`config.mk`:
```
export PLATFORM = sky130hd
export DESIGN_NAME = acumulador_8_bit
export DESIGN_NICKNAME = d
export VERILOG_FILES = /design/src/rtl/acumulador_8_bit.sv
export SDC_FILE = /design/constraint.sdc
export NUM_CORES = 1
export LEC_CHECK = 0
export BUFFER_PORTS_ARGS = -buffer_cell sky130_fd_sc_hd__buf_4
export CELL_PAD_IN_SITES_DETAIL_PLACEMENT = 0
export CELL_PAD_IN_SITES_GLOBAL_PLACEMENT = 1
export CORE_UTILIZATION = 35
export DETAILED_ROUTE_END_ITERATION = 16
export GPL_ROUTABILITY_DRIVEN = 0
export PLACE_DENSITY_LB_ADDON = 0.1
export SLEW_MARGIN = 20
export SYNTH_ARGS = -nofsm -noshare
export SYNTH_HDL_FRONTEND = slang
export SYNTH_SLANG_ARGS = --single-unit
```
`constraint.sdc`:
```
create_clock -name clock -period 3.6 [get_ports clock]
set_input_delay 0.18 -clock clock [delete_from_list [all_inputs] [get_ports clock]]
set_output_delay 0.18 -clock clock [all_outputs]
set_load 0.01 [all_outputs]
```
`src/rtl/acumulador_8_bit.sv`:
```
// acumulador_8_bit: block accumulator of N_SAMPLES adder results with flag counters and a result handshake
module acumulador_8_bit #(
  parameter int L         = 8,
  parameter int N_SAMPLES = 4
) (
  input  logic                clock,
  input  logic                reset_n,
  input  logic                clr,
  input  logic signed [L-1:0] S,
  input  logic                Z,
  input  logic                N,
  input  logic                P,
  input  logic                in_valid,
  output logic                in_ready,
  output logic signed [L-1:0] ACC,
  output logic                ACC_Z,
  output logic                ACC_N,
  output logic                ACC_P,
  output logic                OVF,
  output logic [3:0]          ZCNT,
  output logic [3:0]          NCNT,
  output logic [3:0]          ECNT,
  output logic [3:0]          CNT,
  output logic                out_valid,
  input  logic                out_ready
);
  typedef enum logic {ACCUM, DONE} state_t;
  state_t state, state_nx;
  logic signed [L-1:0] acc_nx, sum;
  logic ovf_nx, xfer, wipe;
  logic [3:0] cnt_nx, zcnt_nx, ncnt_nx, ecnt_nx;
  assign in_ready  = state == ACCUM;
  assign out_valid = state == DONE;
  assign xfer      = in_valid & in_ready & ~clr;
  assign wipe      = clr | (out_valid & out_ready);
  assign sum       = ACC + S;
  assign ACC_Z     = ACC == '0;
  assign ACC_N     = ACC[L-1];
  assign ACC_P     = ~ACC[0];
  always_comb begin
    state_nx = state;
    acc_nx   = ACC;
    ovf_nx   = OVF;
    cnt_nx   = CNT;
    zcnt_nx  = ZCNT;
    ncnt_nx  = NCNT;
    ecnt_nx  = ECNT;
    if (wipe) begin
      state_nx = ACCUM;
      acc_nx   = '0;
      ovf_nx   = 1'b0;
      cnt_nx   = '0;
      zcnt_nx  = '0;
      ncnt_nx  = '0;
      ecnt_nx  = '0;
    end else if (xfer) begin
      acc_nx   = sum;
      ovf_nx   = OVF | ((ACC[L-1] == S[L-1]) & (sum[L-1] != ACC[L-1]));
      cnt_nx   = CNT + 4'd1;
      zcnt_nx  = ZCNT + {3'b0, Z};
      ncnt_nx  = NCNT + {3'b0, N};
      ecnt_nx  = ECNT + {3'b0, P};
      state_nx = (CNT == 4'(N_SAMPLES - 1)) ? DONE : ACCUM;
    end
  end
  always_ff @(posedge clock or negedge reset_n) begin
    if (!reset_n) begin
      state <= ACCUM;
      ACC   <= '0;
      OVF   <= 1'b0;
      CNT   <= '0;
      ZCNT  <= '0;
      NCNT  <= '0;
      ECNT  <= '0;
    end else begin
      state <= state_nx;
      ACC   <= acc_nx;
      OVF   <= ovf_nx;
      CNT   <= cnt_nx;
      ZCNT  <= zcnt_nx;
      NCNT  <= ncnt_nx;
      ECNT  <= ecnt_nx;
    end
  end
endmodule

```
==> results.toml <==
[run_status]
run_status = "finished clean"

[worst_setup_path]
crit_buf_inv = 0
cp.required_ps = 3780
timing.critical_path.from_type = "register"
critical_path.endpoint_type = "register"
cp_max_delay_cell = "dfrtp_1"
critical-path-max-stage-delay_ps = 430
path_class = "register to register"
crit_chain = "ha_1, fa_1, a21o_1, a211oi_1, o21bai_1, xnor2_1, o31ai_2"
critical-path-top-delay-family = "compound AO/OA/AOI/OAI gates"
worst_ep_arrival_time_ps = 2210
worstPathMaxFanout = 5

[clocking]
post_cts_repair_timing_setup_buffer_count = 0
tritoncts = "built"
clock-sinks = 26
cts-buffers-inserted = 3
worstSkewPairLatency_ps = 260
clockRootBuffer = "clkbuf_8"
cts.clk_slew.worst_paths_ps = 80
cts_buffer_depth = 2
htree_num_levels = 1

[global_routing]
initial_antenna_violation_count = 0
grt_util_all_layers = 0.157
overflow = 0
grt_max_degree = 27
wire_length_of_the_first_global_routing_pass_mm = 5.38
vias_in_the_first_global_route = 1190

[synthesis]
synth-warning-count = 0
synth_area_per_cell_um2 = 9.70
synth_top_cell_by_area = "dfrtp_1"
synth_seq_area_share = 0.438
syn_area_um2 = 1480
post_synth_inst_count = 153
synth_edf_count = 0
synth_top_cells_by_area = "dfrtp_1, ha_1, nand2_1"
synth_top_cell_area_share = 0.438
synthFlopType = "dfrtp_1"
synthArstFlopShare = 1.00
synth_fp_nets = 184
yosys.cell_types.count = 32
register_bit_total_from_synthesis = 26

[detailed_routing]
pre_antenna_drt_iters = 4
drt-total-wl_mm = 3.22
detail-route-antenna-nets = 0
post_drt_wl_per_cell_um = 13.2
dr_total_vias = 1195
dr.first_iter.drc_count = 44
route.detailed.drc = 0
routed_via_density = 4.88

[floorplan]
core.rowCount = 23
chipWidth_um = 67.1
die_h_um = 67.1
placeableCoreArea_um2 = 4030
initial_utilization = 0.368
i_o_pin_count = 46
die_area_um2 = 4500

[job]
cap_violations = 0

[sta]
slew_at_the_pin_closest_to_its_max_slew_limit_ps = 821
fin_worst_skew_ps = 1.27
timing.final.hold_violations = 0
grt_setup_unrepaired = "false"
min_period_ps = 2040
setup_viol = 0
timing.slew.headroom = 0.450
maxSlewViolCount = 0
fmax_ghz = 0.491
period_utilization_post_route = 0.566
postLayoutSetupSlackWorst_ps = 1560
fin_setup_tns_ps = 0
holdWs_ps = 158

[placement]
post_dp_area_um2 = 1840
preCtsSetupSlack_ps = 1590
io_buffer_count = 45
place.detailed.hpwl_mm = 2.35

[layout]
final_cell_mix = "buf_4, nand2_1, dfrtp_1"
mostFrequentLayoutCell = "buf_4"
fraction_of_layout_cells_with_a_size_suffix_above_1 = 0.277
design_area_um2 = 1900
nNetsFinal = 228
area_growth_pct = 27.7
antenna_diode_count = 0

[pwr]
ir_drop_mv = 0.176
pwr_density_cell_nw_per_um2 = 359
totalPowerFinal_uw = 681
static-leakage-power_nw = 0.967

[min_path]
holdCritPathClass = "input pin to register"
## sequential cells by signal, summed over array words and instances, names as in the netlist
signal     cells
OVF            1
ECNT           4
ZCNT           4
CNT            4
out_valid      1
NCNT           4
ACC            8
## cells in the mapped netlist, types with 3 or more instances
library cell and count:
dfrtp_1 26, buf_2 5, xor2_1 11, nand4_1 4, o31ai_1 3, nor2_1 12, xnor2_1 3, a21oi_1 15
ha_1 14, nand3_1 4, a21o_1 3, nand2_1 28
## layout make-up
cell class,count,area (µm²)
clock buffers,3,41.3
fillers,411,2130
inverters,2,7.51
multi-input cells,118,786
flip-flops and latches,26,651
well taps,50,62.6
repair buffers,46,348
## path summary, 6_finish.rpt
check | from | cells past startpoint | endpoint | slack (ps)
worst max-delay path | ACC[0] | 7 | ACC[6] | 1560
worst min-delay path | clr | 2 | ACC[6] | 160
worst max register to register | ACC[0] | 7 | ACC[6] | 1560
worst min register to register | OVF | 1 | OVF | 540
max in group asynchronous | reset_n | 2 | ECNT[0] | 2990
min in group asynchronous | reset_n | 2 | ACC[1] | 360
## routing by layer
| metal | track usage | vias to the layer above | wire [µm] |
|---|---|---|---|
| met5 | 0 | - | 0 |
| met4 | 0.0399 | 0 | 19 |
| met3 | 0.0205 | 2 | 112 |
| met2 | 0.261 | 27 | 1540 |
| met1 | 0.214 | 550 | 1550 |
| li1 | - | 616 | - |
## report_power, final
group	internal (mW)	total, mW	switching (mW)
Combinational	0.0927	0.190	0.0974
Sequential	0.310	0.333	0.0222
Clock	0.0747	0.158	0.0837
## worst reg2reg max path: stages (launching register included)
cell      delay (ps)
dfrtp_1          430
ha_1             230
fa_1             410
a21o_1           190
a211oi_1         260
o21bai_1         130
xnor2_1          140
o31ai_2          160
## cell families (layout without fill, tap and decap cells)
logic type | Yosys count | count (layout) | share of synthesized area
fa+ha+maj | 15 | 15 | 0.132
mux | 1 | 1 | 0.00759
flops | 26 | 26 | 0.438
xor+xnor | 14 | 14 | 0.0826
simple gates | 56 | 56 | 0.167
buf+inv | 9 | 51 | 0.0320
compound gates | 32 | 32 | 0.141
## stage by stage
step,utilization,instances
floorplan,-,153
global placement,0.458,241
detailed placement,0.458,241
CTS,0.470,245
global route,0.470,245
finish,0.470,245
## repair_timing
action | 4_1_cts | 5_1_grt
hold buffers | 1 | 0
resized for setup | 0 | 0
hold endpoints to repair | 26 | 0
(Power assumes the default switching activity.)
